### config.mk
export PLATFORM = sky130hd
export DESIGN_NAME = add_arbiter
export DESIGN_NICKNAME = d
export VERILOG_FILES = /design/src/rtl/add_arbiter_pkg.sv /design/src/rtl/add_arbiter_rr_pick.sv /design/src/rtl/add_arbiter.sv
export SDC_FILE = /design/constraint.sdc
export NUM_CORES = 1
export LEC_CHECK = 0
export CORE_ASPECT_RATIO = 0.8
export CORE_MARGIN = 3
export CORE_UTILIZATION = 43
export CTS_BUF_LIST = sky130_fd_sc_hd__clkbuf_16
export DETAILED_ROUTE_END_ITERATION = 8
export PLACE_DENSITY = 0.87
export SLEW_MARGIN = 20
export SYNTH_ARGS = -nofsm -noshare
export SYNTH_HDL_FRONTEND = slang
export SYNTH_HIERARCHICAL = 1
export SYNTH_SLANG_ARGS = --single-unit
### constraint.sdc
create_clock -name clk -period 7.4 [get_ports clk]
set_clock_uncertainty 0.1 [all_clocks]
set_input_delay 1.11 -clock clk [delete_from_list [all_inputs] [get_ports clk]]
set_output_delay 1.11 -clock clk [all_outputs]
set_load 0.005 [all_outputs]
### src/rtl/add_arbiter_pkg.sv
// Shared definitions for the round-robin arbitrated adder: parameter defaults,
// slot-state encoding and the round-robin pointer advance rule.
package add_arbiter_pkg;

  localparam int NREQ_DEFAULT = 4;
  localparam int W_DEFAULT    = 32;
  localparam int CNT_W        = 16;

  typedef enum logic {
    SLOT_EMPTY = 1'b0,
    SLOT_FULL  = 1'b1
  } slot_state_e;

  // Index of the requester that follows idx in a ring of n requesters.
  function automatic int rr_next(input int idx, input int n);
    return (idx + 1 >= n) ? 0 : idx + 1;
  endfunction

endpackage

### src/rtl/add_arbiter_rr_pick.sv
// Purely combinational round-robin picker: the first requester at or after
// ptr_i (wrapping at NREQ-1) wins, reported both one-hot and encoded.
module rr_pick #(
  parameter int NREQ  = 4,
  parameter int IDX_W = $clog2(NREQ)
) (
  input  logic [NREQ-1:0]  req_i,
  input  logic [IDX_W-1:0] ptr_i,
  output logic [NREQ-1:0]  gnt_o,
  output logic [IDX_W-1:0] idx_o,
  output logic             any_o
);

  localparam logic [IDX_W:0] NREQ_W = (IDX_W + 1)'(NREQ);

  logic [IDX_W:0]   pos_v;
  logic [IDX_W-1:0] cand_v;

  // NOTE: every output and temporary gets a default before the loop; without
  // it the "no requester" path would leave them unassigned and infer latches.
  always_comb begin
    gnt_o  = '0;
    idx_o  = '0;
    any_o  = 1'b0;
    pos_v  = '0;
    cand_v = '0;
    for (int k = 0; k < NREQ; k++) begin
      // ptr_i < NREQ and k < NREQ, so one conditional subtract is a full modulo.
      pos_v = {1'b0, ptr_i} + (IDX_W + 1)'(k);
      if (pos_v >= NREQ_W) begin
        pos_v = pos_v - NREQ_W;
      end
      cand_v = pos_v[IDX_W-1:0];
      if (!any_o && req_i[cand_v]) begin
        any_o         = 1'b1;
        idx_o         = cand_v;
        gnt_o[cand_v] = 1'b1;
      end
    end
  end

endmodule

### src/rtl/add_arbiter.sv
// NREQ requesters share one W-bit adder through a round-robin arbiter feeding
// a single-entry output register with valid/ready handshake.
module add_arbiter
  import add_arbiter_pkg::*;
#(
  parameter int NREQ = NREQ_DEFAULT,
  parameter int W    = W_DEFAULT
) (
  input  logic                     clk,
  input  logic                     rst_n,
  input  logic [NREQ-1:0]          req_valid,
  input  logic [NREQ*W-1:0]        req_a,
  input  logic [NREQ*W-1:0]        req_b,
  output logic [NREQ-1:0]          req_ready,
  output logic                     resp_valid,
  input  logic                     resp_ready,
  output logic [$clog2(NREQ)-1:0]  resp_id,
  output logic [W-1:0]             resp_sum,
  output logic                     resp_carry,
  output logic [CNT_W-1:0]         txn_count
);

  localparam int IDX_W = $clog2(NREQ);

  slot_state_e      state_q, state_d;
  logic [IDX_W-1:0] ptr_q, ptr_d;
  logic [IDX_W-1:0] id_q, id_d;
  logic [W-1:0]     sum_q, sum_d;
  logic             carry_q, carry_d;
  logic [CNT_W-1:0] cnt_q, cnt_d;

  logic [NREQ-1:0]  gnt;
  logic [IDX_W-1:0] gnt_idx;
  logic             gnt_any;
  logic             grant_en;
  logic             accept;
  logic [W-1:0]     op_a, op_b;
  logic [W:0]       add_full;

  rr_pick #(
    .NREQ  (NREQ),
    .IDX_W (IDX_W)
  ) u_rr_pick (
    .req_i (req_valid),
    .ptr_i (ptr_q),
    .gnt_o (gnt),
    .idx_o (gnt_idx),
    .any_o (gnt_any)
  );

  // The slot can take a new result when empty or when it drains this cycle.
  assign grant_en  = (state_q == SLOT_EMPTY) || resp_ready;
  assign accept    = grant_en && gnt_any;
  assign req_ready = (rst_n && grant_en) ? gnt : '0;

  always_comb begin
    op_a = '0;
    op_b = '0;
    for (int i = 0; i < NREQ; i++) begin
      op_a = op_a | (req_a[i*W +: W] & {W{gnt[i]}});
      op_b = op_b | (req_b[i*W +: W] & {W{gnt[i]}});
    end
  end

  assign add_full = {1'b0, op_a} + {1'b0, op_b};

  // Slot FSM: state register.
  // NOTE: sequential state is written with non-blocking assignments so every
  // flop samples values from before the edge, independent of block ordering.
  always_ff @(posedge clk or negedge rst_n) begin
    if (!rst_n) begin
      state_q <= SLOT_EMPTY;
    end else begin
      state_q <= state_d;
    end
  end

  // Slot FSM: next-state logic.
  always_comb begin
    state_d = state_q;
    unique case (state_q)
      SLOT_EMPTY: if (accept) state_d = SLOT_FULL;
      SLOT_FULL:  if (resp_ready && !accept) state_d = SLOT_EMPTY;
      default:    state_d = SLOT_EMPTY;
    endcase
  end

  // Slot FSM: outputs.
  always_comb begin
    resp_valid = (state_q == SLOT_FULL);
  end

  always_comb begin
    ptr_d   = ptr_q;
    id_d    = id_q;
    sum_d   = sum_q;
    carry_d = carry_q;
    cnt_d   = cnt_q;
    if (accept) begin
      ptr_d   = IDX_W'(rr_next(int'(gnt_idx), NREQ));
      id_d    = gnt_idx;
      sum_d   = add_full[W-1:0];
      carry_d = add_full[W];
      cnt_d   = cnt_q + CNT_W'(1);
    end
  end

  // NOTE: the result register is reset too, because resp_id/sum/carry must
  // read zero after reset rather than stale data from before it.
  always_ff @(posedge clk or negedge rst_n) begin
    if (!rst_n) begin
      ptr_q   <= '0;
      id_q    <= '0;
      sum_q   <= '0;
      carry_q <= 1'b0;
      cnt_q   <= '0;
    end else begin
      ptr_q   <= ptr_d;
      id_q    <= id_d;
      sum_q   <= sum_d;
      carry_q <= carry_d;
      cnt_q   <= cnt_d;
    end
  end

  assign resp_id    = id_q;
  assign resp_sum   = sum_q;
  assign resp_carry = carry_q;
  assign txn_count  = cnt_q;

  a_ready_onehot0 : assert property (@(posedge clk) disable iff (!rst_n)
    $onehot0(req_ready));
  a_ready_only_valid : assert property (@(posedge clk) disable iff (!rst_n)
    ((req_ready & ~req_valid) == '0));
  a_hold_on_stall : assert property (@(posedge clk) disable iff (!rst_n)
    (resp_valid && !resp_ready) |=> (resp_valid && $stable(resp_id)
                                     && $stable(resp_sum) && $stable(resp_carry)));

endmodule

==> impl_metrics.toml <==
[floorplanning]
die_area_sq_um = 14500
initial_core_util = 0.450
fp.dieW_microns = 134
ios = 319
num_rows = 36
coreArea_sq_um = 12500
die_y_microns = 108

[setup_path]
path_class = "in2reg"
reg2reg_from = "ptr_q[0]"
worstSetupEndpointType = "register"
startpoint = "req_valid[2]"
required_ps = 7460
worstPathArrival_ps = 6150
startpoint_type = "input pin"
crit_fanout = 40

[routing]
first_iter_violations = 547
first_pass_iters = 5
wl_per_cell_microns = 18.6
viasPerCell = 5.80
totalWireLength_microns = 21700
drc = 0
num_vias = 6766
final_antenna_net_count = 0

[layout]
area_growth_syn_to_layout_pct = 61.0
most-common-layout-cells = "317 x clkdlybuf4s50_1, 146 x nand2_1, 136 x a22oi_1"
filler_cell_count = 998
stdcell_area_sq_um = 9040
diodes = 0
layout-drive-gt1-share = 0.0331
nets = 1299
layout_commonest_cell = "clkdlybuf4s50_1"

[clocking]
clockBufferDepth = 2
cts-root-buf = "clkbuf_16"
cts_resized = 0
cts_setup_buffers = 0
cts_buffers = 5
ctsHoldBuffers = 0
path_clk_slew_ps = 70
cts_max_level = 2
cts_tree = "built"
cts.sinks = 54
clkLatencyLatePin_ps = 280

[worst_hold_path]
holdCritPathClass = "reg2reg"
worstHoldStart = "resp_sum[8]"

[global_route]
grt_overflow_total = 0
grt_antenna_before_repair = 0
grt_max_degree = 59
grt_pass1_vias = 6531
grt_use_total = 0.284
grt_pass1_wl_microns = 33300

[timing]
worst_slew_pin_slew_ps = 1140
rsz0062_at_grt = "false"
max_freq_mhz = 164
finalCritPeriodShare = 0.822
drv_slew = 0
setup_violations = 0
fin_crit_ps = 6080
relSlewSlack = 0.236
tns_ps = 0
hold_viol = 0

[synth]
ys_ff_latch = 54
avgSynthCellArea_sq_um = 7.83
syn-instance-count = 717
synth-main-ff-cell = "dfrtp_1"
synthArstFlopShare = 1.00
synth_edf_count = 0
synth_cell_types = 61
syn-num-nets = 1020
seq_area_frac_synth = 0.241
yosys_warnings = 6
syn_area_sq_um = 5610

[place]
dp_hpwl_microns = 18100
io_buffers = 318
place_area_sq_um = 8880
place.gp.congestion = 0.977

[status]
status = "finished, final reports clean"

[flow_run]
cap_violations = 0
-- layer usage --
layer | track usage | vias to the layer above | wire length, microns
li1 | - | 3263 | -
met2 | 0.489 | 302 | 10700
met3 | 0.0484 | 22 | 1590
met5 | 0 | - | 0
met1 | 0.380 | 3179 | 9090
met4 | 0.0499 | 0 | 323
-- synth_stat cells, types with 2 or more instances --
library cell,number,share of area
a31oi_1,8,0.0089
buf_2,7,0.0062
clkbuf_1,28,0.019
ha_1,39,0.087
nor2_1,28,0.019
a22oi_1,136,0.18
nand4_1,16,0.018
mux4_1,2,0.0094
mux2_2,2,0.0040
xnor2_1,21,0.033
nor2b_1,3,0.0033
buf_1,16,0.011
and3_1,11,0.012
o21ai_0,22,0.020
nor3_1,6,0.0054
or2_1,2,0.0022
xor2_1,17,0.027
o21a_1,8,0.011
mux4_2,2,0.0080
nor4_1,2,0.0022
o31ai_1,5,0.0067
buf_6,3,0.0060
o21bai_1,3,0.0040
dfrtp_1,54,0.24
nand3_1,7,0.0062
mux2i_1,2,0.0036
a211o_1,3,0.0047
o21ai_1,20,0.018
o211ai_1,5,0.0067
nand2_1,147,0.098
o311ai_0,2,0.0031
a21oi_1,30,0.027
inv_1,8,0.0054
and2_1,3,0.0033
nand2b_1,6,0.0067
a21o_1,14,0.019
a211oi_1,4,0.0054
o311ai_1,2,0.0031
-- critical path, cell delays in order --
cell,delay (ps)
clkdlybuf4s50_1,490
mux4_2,630
and2b_2,310
a22oi_1,110
o21ai_4,880
buf_4,430
a22oi_1,110
nand2_1,100
ha_1,300
a21o_1,230
a211oi_1,260
o21ai_1,130
a31oi_1,160
a21boi_1,450
nor4_1,120
a211o_1,290
-- flip-flops by register name (all words and copies together) (netlist names) --
| signal | count |
|---|---|
| ptr_q | 2 |
| resp_carry | 1 |
| resp_id | 2 |
| resp_sum | 32 |
| resp_valid | 1 |
| txn_count | 16 |
-- stage by stage --
step | worst slack [ps] | instances | util | hold slack, ps
final | 1320 | 1167 | 0.724 | 379
after global routing | 1110 | 1167 | 0.724 | 405
after CTS | 1440 | 1167 | 0.724 | 380
after detailed placement | 1160 | 1160 | 0.712 | 364
after global placement | 1260 | 1160 | 0.712 | 358
after floorplan | 2380 | 717 | - | 368
-- path summary, 6_finish.rpt --
| kind | to | cells after the start | slack (ps) |
|---|---|---|---|
| setup / recovery | resp_sum[30] | 16 | 1320 |
| max in group asynchronous | resp_sum[16] | 2 | 5890 |
| min in group asynchronous | resp_valid | 2 | 860 |
| hold reg to reg | resp_sum[8] | 2 | 380 |
| setup reg to reg | resp_sum[30] | 17 | 1600 |
| hold / removal | resp_sum[8] | 2 | 380 |
-- area by class of cell --
cell class / count / area, sq um / area share
Clock buffer: 5 / 125 / 0.0138
Timing Repair Buffer: 326 / 3240 / 0.358
Inverter: 8 / 30.0 / 0.00332
Clock inverter: 2 / 33.8 / 0.00374
Sequential cell: 54 / 1350 / 0.150
Tap cell: 171 / 214 / 0.0237
Multi-Input combinational cell: 601 / 4050 / 0.448
-- cells by family (layout without fill, tap and decap cells) --
group | count (synthesis) | after routing | synth area share
compound gates | 277 | 277 | 0.347
xor+xnor | 38 | 38 | 0.0593
fa+ha+maj | 40 | 40 | 0.0905
buf+inv | 62 | 341 | 0.0470
flops | 54 | 54 | 0.241
mux | 8 | 8 | 0.0250
simple gates | 238 | 238 | 0.190
Power is left out: the tool's default activity adds up to more than one toggle a clock period on the data nets, which glitch-free logic cannot reach.
